==> src/rtl/hazard_pkg.sv <==
// Shared encodings for the forwarding/hazard unit: mux selects, FSM states, defaults.
package hazard_pkg;

  localparam logic [1:0] FWD_RF    = 2'd0;
  localparam logic [1:0] FWD_EXMEM = 2'd1;
  localparam logic [1:0] FWD_MEMWB = 2'd2;

  typedef enum logic {
    IDLE  = 1'b0,
    STALL = 1'b1
  } hz_state_e;

  localparam int DEF_REG_AW  = 5;
  localparam int DEF_NUM_SRC = 2;

endpackage

==> src/rtl/fwd_select.sv <==
// Priority compare for one ALU source: EX/MEM beats MEM/WB, register 0 never forwards.
module fwd_select
  import hazard_pkg::*;
#(
  parameter int REG_AW = DEF_REG_AW
) (
  input  logic              src_valid,
  input  logic [REG_AW-1:0] src_reg,
  input  logic              exmem_reg_write,
  input  logic              exmem_mem_read,
  input  logic [REG_AW-1:0] exmem_dst,
  input  logic              memwb_reg_write,
  input  logic [REG_AW-1:0] memwb_dst,
  output logic [1:0]        sel
);

  always_comb begin
    sel = FWD_RF;
    // A load in EX/MEM has no data yet, so it must not win the EX/MEM path.
    if (src_valid && exmem_reg_write && !exmem_mem_read &&
        (exmem_dst != '0) && (exmem_dst == src_reg)) begin
      sel = FWD_EXMEM;
    end else if (src_valid && memwb_reg_write &&
                 (memwb_dst != '0) && (memwb_dst == src_reg)) begin
      sel = FWD_MEMWB;
    end
  end

endmodule

==> src/rtl/hazard_forward_unit.sv <==
// Operand forwarding plus load-use stall control with a saturating stall counter.
module hazard_forward_unit
  import hazard_pkg::*;
#(
  parameter int NUM_SRC  = DEF_NUM_SRC,
  parameter int REG_AW   = DEF_REG_AW,
  parameter int LOAD_LAT = 1,
  parameter int CNT_W    = 32
) (
  input  logic                      Clk,
  input  logic                      Reset,
  input  logic [NUM_SRC-1:0]        ifid_src_valid,
  input  logic [NUM_SRC*REG_AW-1:0] ifid_src_reg,
  input  logic [NUM_SRC-1:0]        idex_src_valid,
  input  logic [NUM_SRC*REG_AW-1:0] idex_src_reg,
  input  logic                      idex_reg_write,
  input  logic                      idex_mem_read,
  input  logic [REG_AW-1:0]         idex_dst,
  input  logic                      exmem_reg_write,
  input  logic                      exmem_mem_read,
  input  logic [REG_AW-1:0]         exmem_dst,
  input  logic                      memwb_reg_write,
  input  logic [REG_AW-1:0]         memwb_dst,
  output logic [NUM_SRC*2-1:0]      fwd_sel,
  output logic                      pc_write,
  output logic                      ifid_write,
  output logic                      idex_flush,
  output logic [CNT_W-1:0]          stall_count
);

  localparam logic [2:0] LAT_M1 = 3'(LOAD_LAT - 1);

  hz_state_e        state_q, state_d;
  logic [2:0]       remaining_q, remaining_d;
  logic [CNT_W-1:0] stall_count_q, stall_count_d;
  logic [NUM_SRC-1:0] src_hit;
  logic             hit;
  logic             stall_now;

  for (genvar n = 0; n < NUM_SRC; n++) begin : g_fwd
    logic [1:0] sel_raw;
    fwd_select #(.REG_AW(REG_AW)) u_fwd_select (
      .src_valid       (idex_src_valid[n]),
      .src_reg         (idex_src_reg[n*REG_AW +: REG_AW]),
      .exmem_reg_write (exmem_reg_write),
      .exmem_mem_read  (exmem_mem_read),
      .exmem_dst       (exmem_dst),
      .memwb_reg_write (memwb_reg_write),
      .memwb_dst       (memwb_dst),
      .sel             (sel_raw)
    );
    assign fwd_sel[n*2 +: 2] = Reset ? FWD_RF : sel_raw;
  end

  always_comb begin
    for (int n = 0; n < NUM_SRC; n++) begin
      src_hit[n] = ifid_src_valid[n] && (ifid_src_reg[n*REG_AW +: REG_AW] == idex_dst);
    end
  end

  assign hit = (state_q == IDLE) && idex_mem_read && idex_reg_write &&
               (idex_dst != '0) && (|src_hit);

  // Combinational so the first bubble lands in the detection cycle.
  assign stall_now  = !Reset && (hit || (state_q == STALL));
  assign pc_write   = !stall_now;
  assign ifid_write = !stall_now;
  assign idex_flush = stall_now;
  assign stall_count = stall_count_q;

  always_comb begin
    state_d     = state_q;
    remaining_d = remaining_q;
    case (state_q)
      IDLE: begin
        if (hit && (LOAD_LAT > 1)) begin
          state_d     = STALL;
          remaining_d = LAT_M1;
        end
      end
      STALL: begin
        if (remaining_q == 3'd1) begin
          state_d     = IDLE;
          remaining_d = 3'd0;
        end else begin
          remaining_d = remaining_q - 3'd1;
        end
      end
      default: begin
        state_d     = IDLE;
        remaining_d = 3'd0;
      end
    endcase
  end

  always_comb begin
    stall_count_d = stall_count_q;
    if (stall_now && !(&stall_count_q)) begin
      stall_count_d = stall_count_q + CNT_W'(1);
    end
  end

  always_ff @(posedge Clk or posedge Reset) begin
    if (Reset) begin
      state_q       <= IDLE;
      remaining_q   <= 3'd0;
      stall_count_q <= '0;
    end else begin
      state_q       <= state_d;
      remaining_q   <= remaining_d;
      stall_count_q <= stall_count_d;
    end
  end

endmodule
==> config.mk <==
export PLATFORM = sky130hd
export DESIGN_NAME = hazard_forward_unit
export DESIGN_NICKNAME = d
export VERILOG_FILES = /design/src/rtl/hazard_pkg.sv /design/src/rtl/fwd_select.sv /design/src/rtl/hazard_forward_unit.sv
export SDC_FILE = /design/constraint.sdc
export NUM_CORES = 1
export LEC_CHECK = 0
export CAP_MARGIN = 20
export CORE_ASPECT_RATIO = 1.75
export CORE_MARGIN = 2
export CORE_UTILIZATION = 48
export DETAILED_ROUTE_END_ITERATION = 8
export MAX_ROUTING_LAYER = met4
export PLACE_DENSITY_LB_ADDON = 0.12
export SYNTH_ARGS = -nofsm -noshare
export SYNTH_HDL_FRONTEND = slang
export SYNTH_HIERARCHICAL = 1
export SYNTH_SLANG_ARGS = --single-unit
==> constraint.sdc <==
create_clock -name Clk -period 3.57 [get_ports Clk]
set_input_delay 1.071 -clock Clk [delete_from_list [all_inputs] [get_ports Clk]]
set_output_delay 1.071 -clock Clk [all_outputs]
set_load 0.01 [all_outputs]
==> flow_metrics.tcl, run 1 <==
set metrics [dict create \
    status "complete, no violations" \
    crit_path_end_kind "output pin" \
    synth_top_area_share_pct 39.0 \
    skew_ns 0.0104 \
    grt.overflow.total 0 \
    async_reset_ff_share_pct 100 \
    synth_nets 269 \
    ys_top_cells_by_area "dfrtp_1 39%, xnor2_1 19%, nand4_1 3.8%" \
    die_h_um 95.8 \
    fin_crit_sh_pct 98.1 \
    synth_warnings 6 \
    synth-compound-area-share_pct 5.30 \
    numPortBuffers 84 \
    io_pins 85 \
    worstSetupStartpointType "input port" \
    yosysSeqAreaShare_pct 39.0 \
    fmax_mhz 285 \
    dp_hpwl_mm 4.49 \
    rsz0062_at_grt "true" \
    cts_root_buffer "clkbuf_8" \
    dieArea_um2 5410 \
    worstMarginPinSlew_ns 0.457 \
    nFillCells 394 \
    synth_edf_count 0 \
    cts_sinks 36 \
    wl_mm 5.94 \
    fin_ws_ns 0.0666 \
    drv_cap 0 \
    synth.largest_area_cell "dfrtp_1" \
    antenna_cells 0 \
    hold_violations 0 \
    initial_core_util_pct 49.6 \
    path_delay_family "buffers and inverters" \
    critPathBufInv 2 \
    num_vias 2037 \
    grt_pass1_vias 2137 \
    final_layout_size_suffix_gt1_share_pct 17.3 \
    wl_met2_mm 3.16 \
    place_area_um2 3240 \
    grt_max_degree 37 \
    via_per_inst 5.51 \
    dr.pass1.iters 4 \
    synth_xor_area_share_pct 21.6 \
    critPathKind "input port to output pin" \
    synth_mux_area_share_pct 0.920 \
    drtIter0Drc 65 \
    worstSkewPairLatency_ns 0.30 \
    wl_per_cell_um 16.1 \
    h-tree-depth 2 \
    syn-instance-count 220 \
    gp_congestion 0.916 \
    synth_top_family_by_area "simple AND/OR/NAND/NOR gates" \
    synth_flop_cell "dfrtp_1" \
    synthSimpleGateAreaFrac_pct 27.1 \
    finalCriticalPeriod_ns 3.50 \
    setup_viol 0 \
    max_stage_delay_ns 0.41 \
    nets 366 \
    path_cells "dlygate4sd2_1 -> xnor2_1 -> nand3_1 -> o41a_1 -> nor2b_1 -> buf_2" \
    dp_slack_ns -0.523 \
    coreArea_um2 4670 \
    antenna_found_initial 0 \
    wl_met3_um 334 \
    peakVddDrop_uv 388 \
    drv_slew 0 \
    path_clk_slew_ns 0.07 \
    cts_tree "yes" \
    cts_hold_buf 0 \
    wl_met1_mm 2.31 \
    hold_path_class "register to register" \
    syn_area_per_cell_um2 10.5 \
    synth_seq_cells 36 \
    synth_commonest_cells "51 x xnor2_1, 36 x dfrtp_1, 14 x nand4_1" \
    synth_cell_types 40 \
    cpMaxStageDelayCell "o41a_1" \
    rows 33 \
    track_usage_pct 23.2 \
    power_density_nw_per_um2 273 \
    relSlewSlack_pct 69.5 \
    ant_nets 0 \
    clock_path_buffers 2 \
    grt_pass1_wl_mm 9.63 \
    worst_ep_arrival_time_ns 2.43 \
    cts-buffers-inserted 5 \
    leakagePower_nw 1.44 \
    crit_fanout 4 \
    syn_to_final_growth_pct 44.4 \
    fin_area_um2 3340 \
    highest_layer "met4" \
    synthAdderAreaFrac_pct 1.62 \
    fin_hold_ws_ns 0.493 \
    drc 0 \
    crit_required_ns 2.50 \
    syn-cell-area_um2 2310 \
    die_w_um 56.5 \
    synth.most_common_cell "xnor2_1" \
]
-- power by group --
group	internal (W)	leakage [nW]	switching (W)	total, W
clock network	0.000207	0.0541	0.000154	0.000360
logic	0.0000747	0.885	0.0000597	0.000134
registers	0.000411	0.503	0.00000591	0.000417
total	0.000693	1.44	0.000219	0.000912
-- cell usage in the layout (no fill, tap or decap), types with 2 or more instances in the layout --
cell type / n
and4_1: 2
nand3_2: 7
buf_2: 5
dfrtp_1: 36
nor2b_1: 4
xnor2_1: 50
dlymetal6s2s_1: 5
o211ai_1: 2
nand3_1: 13
a21o_1: 2
o21ai_0: 2
ha_1: 3
dlygate4sd2_1: 23
o41a_1: 2
nor4_1: 2
nor3_2: 2
nand3b_1: 2
nor4b_2: 3
nor4_2: 4
and3_1: 12
clkbuf_8: 5
buf_4: 11
clkdlybuf4s50_1: 49
nand4_1: 14
nand2_1: 12
nor3_1: 2
clkbuf_2: 2
nor2_1: 7
xor2_1: 6
inv_1: 9
-- area by class of cell --
| cell class | count | area, um2 | share of cell area (%) |
|---|---|---|---|
| Clock buffer | 5 | 68.8 | 2.06 |
| Clock inverter | 3 | 42.5 | 1.27 |
| Tap cell | 52 | 65.1 | 1.95 |
| Inverter | 9 | 33.8 | 1.01 |
| Sequential cell | 36 | 901 | 27.0 |
| Timing Repair Buffer | 96 | 892 | 26.7 |
| Multi-Input combinational cell | 169 | 1340 | 40.0 |
-- kinds of logic after synthesis --
family | count (synthesis)
fa+ha+maj | 3
mux | 2
compound gates | 14
buf+inv | 15
flops | 36
xor+xnor | 57
simple gates | 93
-- state kept, by name (all words and copies together), names as in the netlist --
register     flops
remaining_q      3
stall_count     32
state_q          1
-- stage by stage --
| stage | util (%) | std cells | power, W | setup TNS (ns) |
|---|---|---|---|---|
| detailed placement | 69.5 | 361 | 0.000566 | -3.30 |
| global placement | 69.5 | 361 | 0.000565 | -3.28 |
| CTS | 71.1 | 370 | 0.000917 | 0 |
| floorplan | - | 220 | 0.000475 | 0 |
| finish | 71.6 | 370 | 0.000912 | 0 |
| global route | 71.6 | 370 | 0.000942 | -0.00632 |
-- worst reg2reg max path, cell delays in order, from the launching register on --
cell and delay (ns):
dfrtp_1 0.44, ha_1 0.21, and3_1 0.21, and2b_4 0.19, nand3_2 0.14, nor4_4 0.50, a211oi_4 0.13, buf_12 0.19
mux2_2 0.28
-- final timing paths --
check                                 from  depth (start not counted)               to  slack (ns)
hold reg to reg            stall_count[27]                          1  stall_count[27]        0.49
min in group asynchronous            Reset                          4  stall_count[24]        1.50
max in group asynchronous            Reset                          4  stall_count[10]        1.74
setup / recovery              exmem_dst[1]                          6       fwd_sel[3]        0.07
hold / removal             stall_count[27]                          1  stall_count[27]        0.49
setup reg to reg            stall_count[0]                          8   stall_count[1]        1.16
-- metal layers --
| layer | vias up | track usage, % |
|---|---|---|
| met1 | 976 | 24.8 |
| met5 | - | - |
| met3 | 14 | 3.63 |
| met2 | 84 | 42.9 |
| met4 | 0 | 8.33 |
| li1 | 963 | - |
-- what timing repair did --
action / 4_1_cts / 5_1_grt
hold endpoints to repair: 0 / 0
cloned: 0 / 0
setup buffers: 1 / 0
endpoints found under the setup margin: 7 / 6
pin swaps: 12 / 12
gates resized for setup: 47 / 12
Note: power is estimated with default switching activity, not from simulation.
==> run 2: changes to the inputs <==
--- a/config.mk
+++ b/config.mk
@@ -12,6 +12,7 @@
 export DETAILED_ROUTE_END_ITERATION = 8
 export MAX_ROUTING_LAYER = met4
 export PLACE_DENSITY_LB_ADDON = 0.12
+export REMOVE_ABC_BUFFERS = 1
 export SYNTH_ARGS = -nofsm -noshare
 export SYNTH_HDL_FRONTEND = slang
 export SYNTH_HIERARCHICAL = 1
==> flow_metrics.tcl, run 2 (same netlist as run 1, synthesis figures left out) <==
set metrics [dict create \
    via_per_inst 5.42 \
    layout_commonest_cell "xnor2_1" \
    reg2reg_to "stall_count[1]" \
    final_layout_size_suffix_gt1_share_pct 17.0 \
    cts_tree "yes" \
    hold_violations 0 \
    worstSetupStartpointType "input port" \
    cts_root_buffer "clkbuf_8" \
    io_pins 85 \
    die_w_um 56.5 \
    fin_area_um2 3350 \
    dp_slack_ns -0.536 \
    dp_hpwl_mm 4.30 \
    num_vias 2005 \
    ff_latch_area_um2 901 \
    ff2ff_setup_slack_ns 1.19 \
    multi_input_area_um2 1330 \
    leakagePower_nw 1.49 \
    syn_to_final_growth_pct 44.9 \
    fin_ws_ns 0.0726 \
    path_clk_slew_ns 0.07 \
    hold_path_class "register to register" \
    antenna_found_initial 0 \
    die_h_um 95.8 \
    wl_per_cell_um 15.4 \
    worstMarginPinSlew_ns 0.632 \
    coreArea_um2 4670 \
    h-tree-depth 2 \
    fin_crit_sh_pct 98.0 \
    cts_hold_buf 0 \
    critPathKind "input port to output pin" \
    drv_slew 0 \
    fmax_mhz 286 \
    wl_mm 5.70 \
    final_cell_mix "51 x xnor2_1, 42 x clkdlybuf4s50_1, 36 x dfrtp_1" \
    numPortBuffers 84 \
    min_path_cells 1 \
    worstSkewPairLatency_ns 0.29 \
    clock_path_buffers 2 \
    dr.pass1.iters 4 \
    nFillCells 370 \
    finalCriticalPeriod_ns 3.50 \
    ant_nets 0 \
    r2r-start "stall_count[0]" \
    peakVddDrop_uv 268 \
    antenna_cells 0 \
    initial_core_util_pct 49.6 \
    status "complete, no violations" \
    relSlewSlack_pct 57.8 \
    grt_pass1_vias 2021 \
    crit_fanout 4 \
    setup_viol 0 \
    drv_cap 0 \
    cts_sinks 36 \
    rows 33 \
    gp_congestion 0.873 \
    nets 366 \
    grt_max_degree 32 \
    largest_reg_flops 32 \
    min-delay-start "stall_count[27]" \
    track_usage_pct 22.2 \
    skew_ns 0.00555 \
    grt_pass1_wl_mm 9.23 \
    grt.overflow.total 0 \
    tns_ns 0 \
    cts-buffers-inserted 5 \
    power_density_nw_per_um2 253 \
    r2r_cells 8 \
    holdPathEnd "stall_count[27]" \
    drtIter0Drc 42 \
    drc 0 \
    crit_path_end_kind "output pin" \
    place_area_um2 3250 \
    dieArea_um2 5410 \
    crit_required_ns 2.50 \
    worst_ep_arrival_time_ns 2.43 \
]
[run 2: worst max-delay path by stage]
stage                    startpoint  slack [ns]    endpoint
floorplan               idex_dst[1]        0.43  ifid_write
global route           exmem_dst[1]     -0.0007  fwd_sel[3]
detailed placement     exmem_dst[1]       -0.54  fwd_sel[1]
finish                 exmem_dst[2]        0.07  fwd_sel[3]
global placement       exmem_dst[1]       -0.52  fwd_sel[3]
CTS                 ifid_src_reg[3]        0.03    pc_write
[run 2: metal layers]
layer	share of wire, %	global-route usage (%)	vias up
li1	-	-	965
met1	39	24.9	954
met4	2.0	8.33	0
met3	6.5	3.09	7
met2	52	39.6	79
met5	0	-	-
[run 2: cell type report]
type	count	area share (%)
multi-input combinational	169	39.8
timing repair buffer	96	27.6
sequential	36	26.9
clock buffer	6	2.46
tap	52	1.94
inverter	9	1.01
clock inverter	2	0.299
[run 2: stage by stage]
stage	hold WS, ns	total power [W]	std cells	util (%)
after floorplan	0.473	0.000474	214	-
after global placement	0.475	0.000566	361	69.8
after detailed placement	0.475	0.000568	361	69.8
after CTS	0.489	0.000854	370	70.8
after global routing	0.519	0.000881	370	71.8
final	0.488	0.000849	370	71.8
[run 2: power by group]
group	internal (W)	switching, W	total (W)
combinational	0.0000748	0.0000590	0.000134
clock	0.000154	0.000144	0.000298
sequential	0.000411	0.00000570	0.000417
total	0.000640	0.000209	0.000849
[run 2: timing repair]
item                                    in CTS  in global routing
setup buffers                                1                  0
endpoints found under the setup margin       7                  5
gates resized for setup                     48                 22
pin swaps                                    6                 18
[run 2: critical path, stage by stage]
cell           delay [ns]
dlygate4sd2_1        0.35
nor4_2               0.11
nor3_4               0.12
a21oi_2              0.06
o41a_1               0.43
nor2b_2              0.15
buf_2                0.14
